[src/rtl/tmds_decoder.sv]
// TMDS receive decoder: bit-slip alignment on control tokens, then per-symbol
// decode of 10-bit words into video bytes or 2-bit control tokens.
module tmds_decoder #(
  parameter int unsigned LOCK_TOKENS    = 8,
  parameter int unsigned SEARCH_TIMEOUT = 2048,
  parameter int unsigned LOSS_TIMEOUT   = 2048
) (
  input  logic       pixel_clk_in,
  input  logic       rst_in,
  input  logic [9:0] tmds_in,
  input  logic       valid_in,
  output logic [7:0] data_out,
  output logic [1:0] control_out,
  output logic       ve_out,
  output logic       valid_out,
  output logic       locked_out,
  output logic [3:0] offset_out
);

  localparam int unsigned TMO_MAX = (SEARCH_TIMEOUT > LOSS_TIMEOUT) ? SEARCH_TIMEOUT : LOSS_TIMEOUT;
  localparam int unsigned TMO_W   = $clog2(TMO_MAX + 1);
  localparam int unsigned TOK_W   = $clog2(LOCK_TOKENS + 1);

  typedef enum logic {SEARCH, LOCKED} state_t;

  // Returns {hit, code} for the four TMDS control tokens.
  function automatic logic [2:0] match_token(input logic [9:0] w);
    case (w)
      10'b1101010100: return 3'b100;
      10'b0010101011: return 3'b101;
      10'b0101010100: return 3'b110;
      10'b1010101011: return 3'b111;
      default:        return 3'b000;
    endcase
  endfunction

  logic [9:0]       prev;
  logic [19:0]      cat;
  logic [9:0]       win;
  logic [9:0]       win1;
  logic             v1;
  logic [2:0]       tok1;
  logic [7:0]       dinv;
  logic [7:0]       dec;
  state_t           state;
  logic [TOK_W-1:0] tok_cnt;
  logic [TMO_W-1:0] tmo_cnt;
  logic [TOK_W-1:0] tok_inc;
  logic [TMO_W-1:0] tmo_inc;
  logic [3:0]       offset_adv;

  // Window spans the previous and current word so any of the ten phases is reachable.
  always_comb begin
    cat = {tmds_in, prev};
    win = 10'(cat >> offset_out);
  end

  // Stage 1: history register and aligned window.
  always_ff @(posedge pixel_clk_in or negedge rst_in) begin
    if (!rst_in) begin
      prev <= '0;
      win1 <= '0;
      v1   <= 1'b0;
    end else begin
      v1 <= valid_in;
      if (valid_in) begin
        prev <= tmds_in;
        win1 <= win;
      end
    end
  end

  // Symbol decode on the stage-1 window: undo conditional inversion, then XOR/XNOR chain.
  always_comb begin
    tok1    = match_token(win1);
    dinv    = win1[9] ? ~win1[7:0] : win1[7:0];
    dec     = '0;
    dec[0]  = dinv[0];
    for (int i = 1; i < 8; i++) begin
      dec[i] = win1[8] ? (dinv[i] ^ dinv[i-1]) : ~(dinv[i] ^ dinv[i-1]);
    end
    tok_inc    = tok_cnt + TOK_W'(1);
    tmo_inc    = tmo_cnt + TMO_W'(1);
    offset_adv = (offset_out == 4'd9) ? 4'd0 : offset_out + 4'd1;
  end

  // Stage 2: registered decoded outputs.
  always_ff @(posedge pixel_clk_in or negedge rst_in) begin
    if (!rst_in) begin
      valid_out   <= 1'b0;
      ve_out      <= 1'b0;
      control_out <= '0;
      data_out    <= '0;
    end else begin
      valid_out <= v1;
      if (v1) begin
        if (tok1[2]) begin
          ve_out      <= 1'b0;
          control_out <= tok1[1:0];
          data_out    <= '0;
        end else begin
          ve_out      <= 1'b1;
          control_out <= '0;
          data_out    <= dec;
        end
      end
    end
  end

  // Alignment FSM; advances only on valid stage-1 windows.
  always_ff @(posedge pixel_clk_in or negedge rst_in) begin
    if (!rst_in) begin
      state      <= SEARCH;
      tok_cnt    <= '0;
      tmo_cnt    <= '0;
      locked_out <= 1'b0;
      offset_out <= '0;
    end else if (v1) begin
      case (state)
        SEARCH: begin
          if (tok1[2]) begin
            tmo_cnt <= '0;
            if (tok_inc >= TOK_W'(LOCK_TOKENS)) begin
              state      <= LOCKED;
              locked_out <= 1'b1;
              tok_cnt    <= '0;
            end else begin
              tok_cnt <= tok_inc;
            end
          end else begin
            tok_cnt <= '0;
            if (tmo_inc >= TMO_W'(SEARCH_TIMEOUT)) begin
              tmo_cnt    <= '0;
              offset_out <= offset_adv;
            end else begin
              tmo_cnt <= tmo_inc;
            end
          end
        end
        LOCKED: begin
          if (tok1[2]) begin
            tmo_cnt <= '0;
          end else if (tmo_inc >= TMO_W'(LOSS_TIMEOUT)) begin
            state      <= SEARCH;
            locked_out <= 1'b0;
            tmo_cnt    <= '0;
            tok_cnt    <= '0;
            offset_out <= offset_adv;
          end else begin
            tmo_cnt <= tmo_inc;
          end
        end
        default: begin
          state <= SEARCH;
        end
      endcase
    end
  end

endmodule

[config.mk]
export PLATFORM = sky130hd
export DESIGN_NAME = tmds_decoder
export DESIGN_NICKNAME = d
export VERILOG_FILES = /design/src/rtl/tmds_decoder.sv
export SDC_FILE = /design/constraint.sdc
export NUM_CORES = 1
export LEC_CHECK = 0
export ABC_AREA = 0
export CORE_MARGIN = 1
export CORE_UTILIZATION = 34
export DETAILED_ROUTE_END_ITERATION = 12
export GPL_TIMING_DRIVEN = 0
export PLACE_DENSITY = 0.51
export SETUP_SLACK_MARGIN = 0.1
export SYNTH_ARGS = -nofsm -noshare
export SYNTH_HDL_FRONTEND = slang
export SYNTH_SLANG_ARGS = --single-unit
[constraint.sdc]
create_clock -name pixel_clk_in -period 4.4 [get_ports pixel_clk_in]
set_input_delay 1.32 -clock pixel_clk_in [delete_from_list [all_inputs] [get_ports pixel_clk_in]]
set_output_delay 1.32 -clock pixel_clk_in [all_outputs]
set_load 0.01 [all_outputs]
Word-level counts from Yosys, hierarchy flattened:

Cells that the tools add are included.

* output and inout bits: 17
* logic and storage cells: 79
* flip-flop bits (word level): 55
* input bits: 13

* $add $sub $neg: 3
* mux-type cells: 32
* equality and inequality tests: 9
* reduce and logical (&&, ||, !) cells: 3
* shifts and indexed selects: 1
* bitwise operators: 17
* order comparisons: 2

Operators with widths (count)
* 2-to-1 mux 4 bit: 7
* 2-to-1 mux 12 bit: 2
* equality test 10 bit, second input constant: 2
* right shift 20 x 4 -> 10 bit: 1
* 2-to-1 mux 1 bit: 16
* 2-to-1 mux 8 bit: 2
* adder 12 x 1 -> 12 bit, second input constant: 1
* greater-or-equal comparator 12 bit, second input constant: 1
* case mux 3 bit (4 select lines): 1
* equality test 10 x 8 -> 1 bit, second input constant: 1
* equality test 10 x 9 -> 1 bit, second input constant: 1
* NOT 1 bit: 9
* adder 4 x 1 -> 4 bit, second input constant: 2
* NOT 8 bit: 1
* case mux 4 bit (2 select lines): 1
* bitwise XOR 1 bit: 7
* inequality test 2 bit, second input constant: 3
* AND reduction 3 bit: 2
* AND reduction 5 bit: 1
* equality test 4 bit, second input constant: 1
* greater-or-equal comparator 4 bit, second input constant: 1
* case mux 1 bit (2 select lines): 2
* 2-to-1 mux 2 bit: 1
* inequality test 2 x 1 -> 1 bit, second input constant: 1

Longest topological paths before layout:

* depth in word-level cells: 6
* gate-level depth with buffers: 12
* mapped depth without buffers: 9

Worst setup path before layout:

OpenSTA, ideal clock, no wires.

* path type: input to register
* start: input port tmds_in[2]
* end: register win1[5]
* path slack: 1786 ps
* data required time: 4275 ps
* library setup time: 125 ps
* stages: 3
* arrival: 2489 ps
* path through: mux4_2 mux4_2 mux2_2

* word-level cells in the longest chain between the ends: 1

Ends and longest elaborated chain
* from (decl): RTL line 10 `input logic [9:0] tmds_in,`
* right shift 20 x 4 -> 10 bit: RTL line 55 `win = 10'(cat >> offset_out);`
* to (signal assigned): RTL line 68 `win1 <= win;`
* to (decl): RTL line 40 `logic [9:0] win1;`

Every way passes these cells.
A chain may end at the register's enable or synchronous reset.

Final worst setup path:

Same ends and word-level chain as after synthesis.

==> reports/results.txt <==
max-cap violations -> 0
Flop pwr share -> 52.5%
setup TNS -> 0 ns
total die area -> 9982 um^2
Final min period -> 2.882 ns
met2 usage -> 24.40%
Syn-to-layout area delta -> 17.35%
Crit path largest cell delay -> 0.52 ns
worst path cell trace -> clkdlybuf4s50_1, mux4_2, mux4_2, mux2_2
post-CTS setup buffer count -> 0
Clock Power Share -> 24.7%
fin. max-slew vios -> 0
Placer Congestion -> 0.7987
worst vdd ir -> 0.1357 mV
clock net sink count -> 55
final std cells w/o fill -> 458
Slew HR -> 58.08%
Starting Density -> 35.11%
GR met3 Demand/Resource -> 2.507%
HP Class -> reg2reg
Syn Area/Cell -> 11.20 um^2
Rows -> 35
IO Pins -> 30
fmax -> 0.3470 GHz
Max stage delay cell, worst path -> mux4_2
crit share post-route -> 65.50%
syn nets -> 307
CP required -> 4.59 ns
die width -> 99.91 um
total core area -> 9284 um^2
clk slew on worst S/H paths -> 0.09 ns
initial antenna violation count -> 0
vias post-DR -> 2292
Sw Share -> 29.39%
remaining antenna violation count -> 0
die height -> 99.91 um
Pre-antenna DRT Iters -> 4
worst-path fanout max -> 4
Post-synth EDFFs -> 0
vias in the first global route -> 2357
Seq/Total Area, Yosys -> 42.23%
insertion delay to the later sink of the worst-skew pair -> 0.31 ns
share of cells above drive strength 1 -> 18.54%
worst slew pin tran -> 0.6288 ns
WP data arrival -> 3.08 ns
FF+latch count, synth -> 55
First DRT Iteration DRCs -> 53
Distinct cells, synth -> 53
GRT Resource Usage Total -> 15.37%
crit path launch type -> input pin
post-CTS sizing -> 0
via/cell ratio -> 5.004
clk_skew -> 0.01578 ns
synth warn -> 0
P_sw -> 0.0003548 W
Pint -> 0.0008527 W
GRT met1 Usage -> 21.56%
unrepaired setup endpoints after global routing -> false
Pwr Density -> 315.7 nW/um^2
Detail Placement HPWL -> 5475 um
GRT overflow -> 0
Comb power frac -> 22.8%
drt wl/cell -> 15.54 um
H-tree depth -> 2
I/O Buffers -> 29
cells after synthesis -> 291
gr busiest metal -> met2
Antenna Cells -> 0
pin count of the biggest net entering global routing -> 33
Post-CTS Hold Buffers -> 0
TritonCTS Buffers -> 5
Lkg Pwr -> 1.494 nW
critical path type -> in2reg
Setup-failing EPs final -> 0
final net count -> 344
cell family with the largest share of critical-path delay -> multiplexers
prevailing post-synth register cell -> dfrtp_1
final hold vios -> 0
Buf/Inv on CP -> 1
clock root cell -> clkbuf_8
Post-Place Cells -> 450
Crit. End Element -> flip-flop
drt drc -> 0
status -> completed
Most common cell on crit path -> mux4_2
Mapped Area -> 3259 um^2
CTS tree -> done
Post-synth ARST share -> 100.0%
clk buf depth -> 2
first-pass GRT wire length -> 12080 um
wirelength, routed -> 7117 um
==> per-stage QoR <==
step	utilization (%)	hold slack [ns]	power (W)	cell area, um^2	setup slack, ns
after floorplan	-	0.3519	0.0008061	3259	1.786
after global placement	39.97	0.3567	0.0009190	3711	0.1720
after detailed placement	40.13	0.3581	0.0009231	3726	1.202
after CTS	41.20	0.3831	0.001231	3825	1.523
after global routing	41.20	0.3970	0.001285	3825	1.323
final	41.20	0.3788	0.001208	3825	1.518
==> kinds of logic (layout without fill, tap and decap cells) <==
family | count (synthesis) | after routing | share of synthesized area [%]
AOI/OAI and AO/OA | 47 | 47 | 10.33
xor gates and xnor gates | 18 | 18 | 5.067
adders and majority gates | 3 | 3 | 1.152
buffers and inverters | 29 | 67 | 3.762
DFF | 55 | 55 | 42.23
muxes | 63 | 63 | 23.76
and+or+nand+nor | 76 | 76 | 13.71
==> routing by layer <==
layer	routed length, um	vias to the layer above
met2	3260	41
met1	3548	1104
met3	210	9
met5	0	-
li1	-	1138
met4	97	0
==> power by group through the flow <==
stage / registers [W] / clock network [W] / logic, W
2_1_floorplan: 0.000643 / 0 / 0.000163
3_3_place_gp: 0.000644 / 0 / 0.000275
3_5_place_dp: 0.000644 / 0 / 0.000279
4_1_cts: 0.000634 / 0.000317 / 0.000279
5_1_grt: 0.000645 / 0.000332 / 0.000307
6_report: 0.000633 / 0.000299 / 0.000275
==> synthesized netlist by cell type, drive strengths merged (2+ instances only) <==
cell	n	area [um^2]
nor4	5	52.55
inv	9	33.79
nand2b	6	37.54
dfrtp	55	1376
clkbuf	10	37.54
nand3	9	57.56
nor3	3	20.02
ha	3	37.54
o31ai	5	37.54
nand3b	4	30.03
nand2	18	67.56
mux4	9	202.7
a22o	4	35.03
nor2b	3	18.77
buf	10	51.30
a211o	2	17.52
xnor2	12	112.6
nor2	14	55.06
a31o	2	17.52
o22ai	2	12.51
or3	3	23.77
and3	2	12.51
o2bb2ai	11	96.34
a31oi	2	12.51
o21ai	8	40.03
a21oi	7	35.03
mux2	22	251.5
nand4	2	12.51
xor2	6	52.55
mux2i	32	320.3
==> path summary, 6_finish.rpt <==
kind                                     startpoint                         to  slack [ns]  depth (start not counted)
worst max register to register  win1[8]$_DFFE_PN0P_     tok_cnt[1]$_DFFE_PN0P_        1.56                         11
worst min register to register         v1$_DFF_PN0_        valid_out$_DFF_PN0_        0.38                          0
worst min-delay path                   v1$_DFF_PN0_        valid_out$_DFF_PN0_        0.38                          0
min in group asynchronous                    rst_in    data_out[6]$_DFFE_PN0P_        0.99                          1
worst max-delay path                     tmds_in[2]        win1[5]$_DFFE_PN0P_        1.52                          4
max in group asynchronous                    rst_in  offset_out[3]$_DFFE_PN0P_        2.83                          2
==> placed cells by master (no fill, tap or decap), types with 5 or more instances in the layout <==
| master | n |
|---|---|
| nand3_1 | 8 |
| o31ai_1 | 5 |
| clkbuf_1 | 10 |
| xor2_1 | 6 |
| mux4_2 | 9 |
| mux2i_1 | 32 |
| nand2_1 | 18 |
| nand2b_1 | 6 |
| inv_1 | 7 |
| mux2_2 | 21 |
| a21oi_1 | 7 |
| clkdlybuf4s50_1 | 28 |
| o21ai_0 | 7 |
| buf_2 | 9 |
| xnor2_1 | 11 |
| o2bb2ai_1 | 11 |
| dfrtp_1 | 55 |
| nor2_1 | 13 |
| clkbuf_8 | 6 |
==> final cells by class <==
class / instances / area (um^2)
Fill cell: 947 / 5459
Sequential cell: 55 / 1376
Buffer: 20 / 88.84
Tap cell: 129 / 161.4
Inverter: 9 / 33.78
Multi-Input combinational cell: 207 / 1760
Clock inverter: 2 / 16.27
Clock buffer: 6 / 82.58
Timing Repair Buffer: 30 / 305.3
==> state kept, by name, summed over array words and instances, names as in the netlist <==
register and flops:
tmo_cnt 12, prev 10, win1 10, data_out 8, offset_out 4, tok_cnt 4
control_out 2, locked_out 1, state 1, v1 1, valid_out 1, ve_out 1
Note: power is estimated with default switching activity, not from simulation.
